`config.mk`:
```
export PLATFORM = sky130hd
export DESIGN_NAME = stage_mem
export DESIGN_NICKNAME = d
export VERILOG_FILES = /design/src/rtl/stage_mem_pkg.sv /design/src/rtl/stage_mem_load_align.sv /design/src/rtl/stage_mem.sv
export SDC_FILE = /design/constraint.sdc
export NUM_CORES = 1
export LEC_CHECK = 0
export BUFFER_PORTS_ARGS = -buffer_cell sky130_fd_sc_hd__buf_2
export CELL_PAD_IN_SITES_DETAIL_PLACEMENT = 2
export CELL_PAD_IN_SITES_GLOBAL_PLACEMENT = 2
export CORE_MARGIN = 5
export CORE_UTILIZATION = 33
export DETAILED_ROUTE_END_ITERATION = 12
export PLACE_DENSITY = 0.9
export SLEW_MARGIN = 20
export SYNTH_ARGS = -nofsm -noshare
export SYNTH_HDL_FRONTEND = slang
export SYNTH_SLANG_ARGS = --single-unit
```
`constraint.sdc`:
```
create_clock -name clk -period 5.6 [get_ports clk]
set_input_delay 0.84 -clock clk [delete_from_list [all_inputs] [get_ports clk]]
set_output_delay 0.84 -clock clk [all_outputs]
set_load 0.02 [all_outputs]
```
`src/rtl/stage_mem_pkg.sv`:
```
// Shared definitions for the memory-access stage: load width/sign encodings.
package stage_mem_pkg;

  typedef enum logic [2:0] {
    LOAD_W  = 3'b000,
    LOAD_B  = 3'b001,
    LOAD_H  = 3'b010,
    LOAD_BU = 3'b101,
    LOAD_HU = 3'b110
  } load_op_e;

endpackage

```
`src/rtl/stage_mem_load_align.sv`:
```
// Selects the addressed byte/half of a read word and sign/zero-extends it.
module load_align
  import stage_mem_pkg::*;
(
  input  logic [31:0] rdata,
  input  logic [1:0]  addr,
  input  logic [2:0]  load_op,
  output logic [31:0] data
);

  logic [7:0]  byte_sel;
  logic [15:0] half_sel;

  always_comb begin
    byte_sel = rdata[7:0];
    case (addr)
      2'd0: byte_sel = rdata[7:0];
      2'd1: byte_sel = rdata[15:8];
      2'd2: byte_sel = rdata[23:16];
      2'd3: byte_sel = rdata[31:24];
      default: byte_sel = rdata[7:0];
    endcase
    half_sel = addr[1] ? rdata[31:16] : rdata[15:0];
  end

  // Unlisted encodings fall through to a full-word load.
  always_comb begin
    data = rdata;
    case (load_op)
      LOAD_B:  data = {{24{byte_sel[7]}}, byte_sel};
      LOAD_BU: data = {24'h0, byte_sel};
      LOAD_H:  data = {{16{half_sel[15]}}, half_sel};
      LOAD_HU: data = {16'h0, half_sel};
      default: data = rdata;
    endcase
  end

endmodule

```
`src/rtl/stage_mem.sv`:
```
// Memory-access pipeline stage: waits for SRAM read data, aligns loads,
// holds load data across downstream stalls and exports forwarding info.
module stage_mem
  import stage_mem_pkg::*;
#(
  parameter int unsigned MEM_WAIT = 0
) (
  input  logic        clk,
  input  logic        rst,
  input  logic        validin,
  output logic        allowin,
  input  logic        allowout,
  output logic        validout,
  input  logic [31:0] input_pc,
  output logic [31:0] output_pc,
  input  logic [4:0]  input_rf_waddr,
  output logic [4:0]  output_rf_waddr,
  input  logic        input_rf_we,
  output logic        output_rf_we,
  input  logic        input_mem_read,
  input  logic [2:0]  input_load_op,
  input  logic [31:0] input_alu_result,
  input  logic [31:0] data_sram_rdata,
  output logic [31:0] output_rf_wdata,
  output logic        fwd_we,
  output logic [4:0]  fwd_waddr,
  output logic [31:0] fwd_wdata,
  output logic        fwd_pending
);

  localparam int unsigned CW = (MEM_WAIT == 0) ? 1 : $clog2(MEM_WAIT + 1);
  localparam logic [CW-1:0] WAIT_C = CW'(MEM_WAIT);

  logic          valid;
  logic [31:0]   pc_q;
  logic [4:0]    waddr_q;
  logic          rf_we_q;
  logic          mem_read_q;
  logic [2:0]    load_op_q;
  logic [31:0]   alu_q;
  logic [CW-1:0] cnt;
  logic          held;
  logic [31:0]   rdata_q;
  logic          readygo;
  logic          capture;
  logic          is_load;
  logic [31:0]   eff_rdata;
  logic [31:0]   load_data;

  assign is_load  = valid && mem_read_q;
  assign readygo  = !is_load || (cnt == WAIT_C);
  assign allowin  = !valid || (readygo && allowout);
  assign validout = valid && readygo;
  assign capture  = allowin && validin;

  always_ff @(posedge clk or negedge rst) begin
    if (!rst) begin
      valid      <= 1'b0;
      pc_q       <= '0;
      waddr_q    <= '0;
      rf_we_q    <= 1'b0;
      mem_read_q <= 1'b0;
      load_op_q  <= '0;
      alu_q      <= '0;
      cnt        <= '0;
      held       <= 1'b0;
      rdata_q    <= '0;
    end else begin
      if (allowin) valid <= validin;
      if (capture) begin
        pc_q       <= input_pc;
        waddr_q    <= input_rf_waddr;
        rf_we_q    <= input_rf_we;
        mem_read_q <= input_mem_read;
        load_op_q  <= input_load_op;
        alu_q      <= input_alu_result;
        cnt        <= '0;
        held       <= 1'b0;
      end else begin
        if (is_load && cnt < WAIT_C) cnt <= cnt + 1'b1;
        // SRAM data is only valid on the sampling cycle; keep it for stalls.
        if (is_load && cnt == WAIT_C && !held) begin
          rdata_q <= data_sram_rdata;
          held    <= 1'b1;
        end
      end
    end
  end

  assign eff_rdata = held ? rdata_q : data_sram_rdata;

  load_align u_align (
    .rdata   (eff_rdata),
    .addr    (alu_q[1:0]),
    .load_op (load_op_q),
    .data    (load_data)
  );

  assign output_pc       = pc_q;
  assign output_rf_waddr = waddr_q;
  assign output_rf_we    = rf_we_q;
  assign output_rf_wdata = mem_read_q ? load_data : alu_q;
  assign fwd_we          = valid && rf_we_q && (waddr_q != '0);
  assign fwd_waddr       = waddr_q;
  assign fwd_wdata       = output_rf_wdata;
  assign fwd_pending     = is_load && !readygo;

endmodule

```
==> flow_summary.yaml <==
outcome:
  status: "finished clean"
yosys:
  syn-cell-area_um2: 5779
  synth-seq-area-share: 0.4676
  yosys_warnings: 0
  synth_seq_cells: 108
  syn_nets: 591
  async_flop_share: 1.000
  synthFlopType: "dfrtp_1"
  syn-instance-count: 479
  avgSynthCellArea_um2: 12.07
  ys_types: 44
  synth-edff-count: 0
clock_tree:
  clkLatencyLatePin_ps: 350
  clock_path_buffers: 2
  cts_buffers: 9
  clock-sinks: 108
  cts_resized: 0
  htree_num_levels: 3
  hold_buffers: 0
  path_clk_slew_ps: 70
  cts_tree: "built"
  cts_setup_buffers: 0
  cts-root-buf: "clkbuf_16"
floorplanning:
  die_w_um: 142.3
  design.core.area_um2: 17240
  die_h_um: 142.3
  die-area_um2: 20260
  start_util: 0.3353
  rows: 48
  io-pin-count: 221
flow_run:
  cap_violations: 0
timing:
  fin_crit_sh: 0.7275
  tightestPinTransition_ps: 1020
  hold_viol: 0
  maxSlewHeadroom: 0.3201
  min_period_ps: 4074
  drv_slew: 0
  fin_worst_skew_ps: 4.665
  tns_ps: 0
  rsz0062_at_grt: "false"
  max_freq_mhz: 245.5
  setup_violations: 0
critical_path:
  cp.required_ps: 4760
  crit_fanout: 16
  path_buf_inv: 2
  path_class: "flip-flop to output pin"
  cpPeakStageDelay_ps: 680
  worstPathArrival_ps: 3230
  rrSetupSlack_ps: 3340
  path_cells: "inv_1, ha_1, nor2_1, nand2_1, o221ai_1, buf_2"
  slowest_stage: "nor2_1"
  crit_cells: 6
  start_kind: "flip-flop"
  cp-end-kind: "output pin"
  r2r_cells: 4
  critical_path.top_delay_family: "simple AND/OR/NAND/NOR gates"
routing:
  drcViolationCount: 0
  vias_per_cell: 5.187
  wl_per_cell_um: 22.91
  drt-initial-drc-count: 196
  routed_wirelength_um: 20070
  route.vias.total: 4544
  first_pass_iters: 4
  antenna_left: 0
finish:
  nNetsFinal: 757
  drive_gt1_frac: 0.5800
  syn_to_final_growth_pct: 22.67
grt:
  grt_pass1_vias: 5350
  grt_start_max_net_pins: 75
  grt_pass1_wl_um: 31240
  antenna_found_initial: 6
  grtUsageTotal: 0.2006
  gr-total-overflow: 0
power:
  finalPower_w: 0.002941
  peakVddDrop_v: 0.0001805
  power.density_nw_per_um2: 414.9
  p_leak_nw: 3.274
place:
  gp_congestion: 0.8303
  hpwl_um: 15320
  io_buffers: 219
hold_path:
  hold_class: "flip-flop to flip-flop"
  holdPathStages: 1
[through the flow]
| stage | util | instance area (µm²) | worst slack [ps] | hold slack, ps | std cells |
|---|---|---|---|---|---|
| after CTS | 0.4112 | 7087 | 1452 | 507.5 | 875 |
| final | 0.4113 | 7089 | 1526 | 504.5 | 876 |
| after global routing | 0.4113 | 7089 | 1272 | 524.8 | 876 |
| after floorplan | - | 5779 | 2437 | 475.0 | 479 |
| after detailed placement | 0.3931 | 6777 | 1936 | 490.0 | 859 |
| after global placement | 0.3931 | 6777 | 2023 | 483.8 | 859 |
[state kept, by name, indices dropped and copies added, names as in the netlist]
signal / flops
load_op_q: 3
valid: 1
held: 1
fwd_waddr: 5
rdata_q: 32
output_pc: 32
mem_read_q: 1
output_rf_we: 1
alu_q: 32
[per-layer routing]
metal  up-vias  share of wire  track usage
met5         -         0.0031            0
met2       149           0.51       0.3446
li1       2035              -            -
met4        10          0.015      0.05053
met1      2322           0.40       0.2443
met3        28          0.069      0.06586
[cell usage in the layout, fill, tap and decap left out, types with 7 or more instances in the layout]
cell         n
a21oi_1     15
a31oi_1     12
buf_2      218
buf_4        7
clkbuf_16    9
dfrtp_1    107
inv_1        7
mux2_2     119
mux2i_1     23
mux4_2       9
nand2_1     19
nor2_1      24
o21ai_0     12
o221ai_1     7
o22ai_1     13
[cell usage after synthesis, types with 2 or more instances]
cell	number	area, µm²
mux2_2	119	1340
mux2i_1	23	230.2
dfrtp_1	108	2703
nand2_1	20	75.07
nor2b_1	3	18.77
o211ai_1	3	22.52
buf_2	14	70.07
o22ai_1	13	81.33
nand3_1	3	15.01
buf_4	40	300.3
o21ai_0	12	60.06
a21oi_1	15	75.07
o221ai_1	7	61.31
nand2b_1	3	18.77
mux4_2	9	202.7
nor2_1	24	90.09
clkbuf_1	15	56.30
a2bb2oi_1	3	26.28
nand3b_1	2	15.01
a31oi_1	12	75.07
ha_1	2	25.02
inv_1	7	26.28
[final timing paths]
kind | from | endpoint
max in group asynchronous | rst | held$_DFFE_PN0P_
min in group asynchronous | rst | output_pc[31]$_DFFE_PN0P_
min reg2reg | output_pc[26]$_DFFE_PN0P_ | output_pc[26]$_DFFE_PN0P_
min | output_pc[26]$_DFFE_PN0P_ | output_pc[26]$_DFFE_PN0P_
max | load_op_q[0]$_DFFE_PN0P_ | fwd_wdata[20]
max reg2reg | valid$_DFFE_PN0N_ | load_op_q[0]$_DFFE_PN0P_
[cell families (layout without fill, tap and decap cells)]
family	count (synthesis)	after routing	synth area share
and+or+nand+nor	63	63	0.04958
muxes	152	152	0.3087
buffers and inverters	77	248	0.08032
AOI/OAI and AO/OA	76	76	0.08877
adders and majority gates	2	2	0.004329
other	1	2	0.0006489
DFF	108	108	0.4676
[cell type report]
type	instances	area, µm²
Sequential cell	108	2704
Clock inverter	6	71.32
Clock buffer	10	239.0
Inverter	7	26.28
Antenna cell	1	2.502
Fill cell	1807	10150
Tap cell	225	281.5
Timing Repair Buffer	225	1144
Multi-Input combinational cell	294	2621
[worst reg2reg max path, delay by kind of cell, from the launching register on]
kind	cells	cell delay (ps)
buffers and inverters	1	780
flip-flops	1	490
AND/OR/NAND/NOR	2	390
multiplexers	1	490
[power by group]
part | internal (W) | switching (W) | total, W | leakage [nW]
Sequential | 0.000954 | 0.000137 | 0.00109 | 1.27
Combinational | 0.000472 | 0.000706 | 0.00118 | 1.86
Clock | 0.000363 | 0.000309 | 0.000672 | 0.145
Total | 0.00179 | 0.00115 | 0.00294 | 3.27
Power figures use the tool's default switching activity.
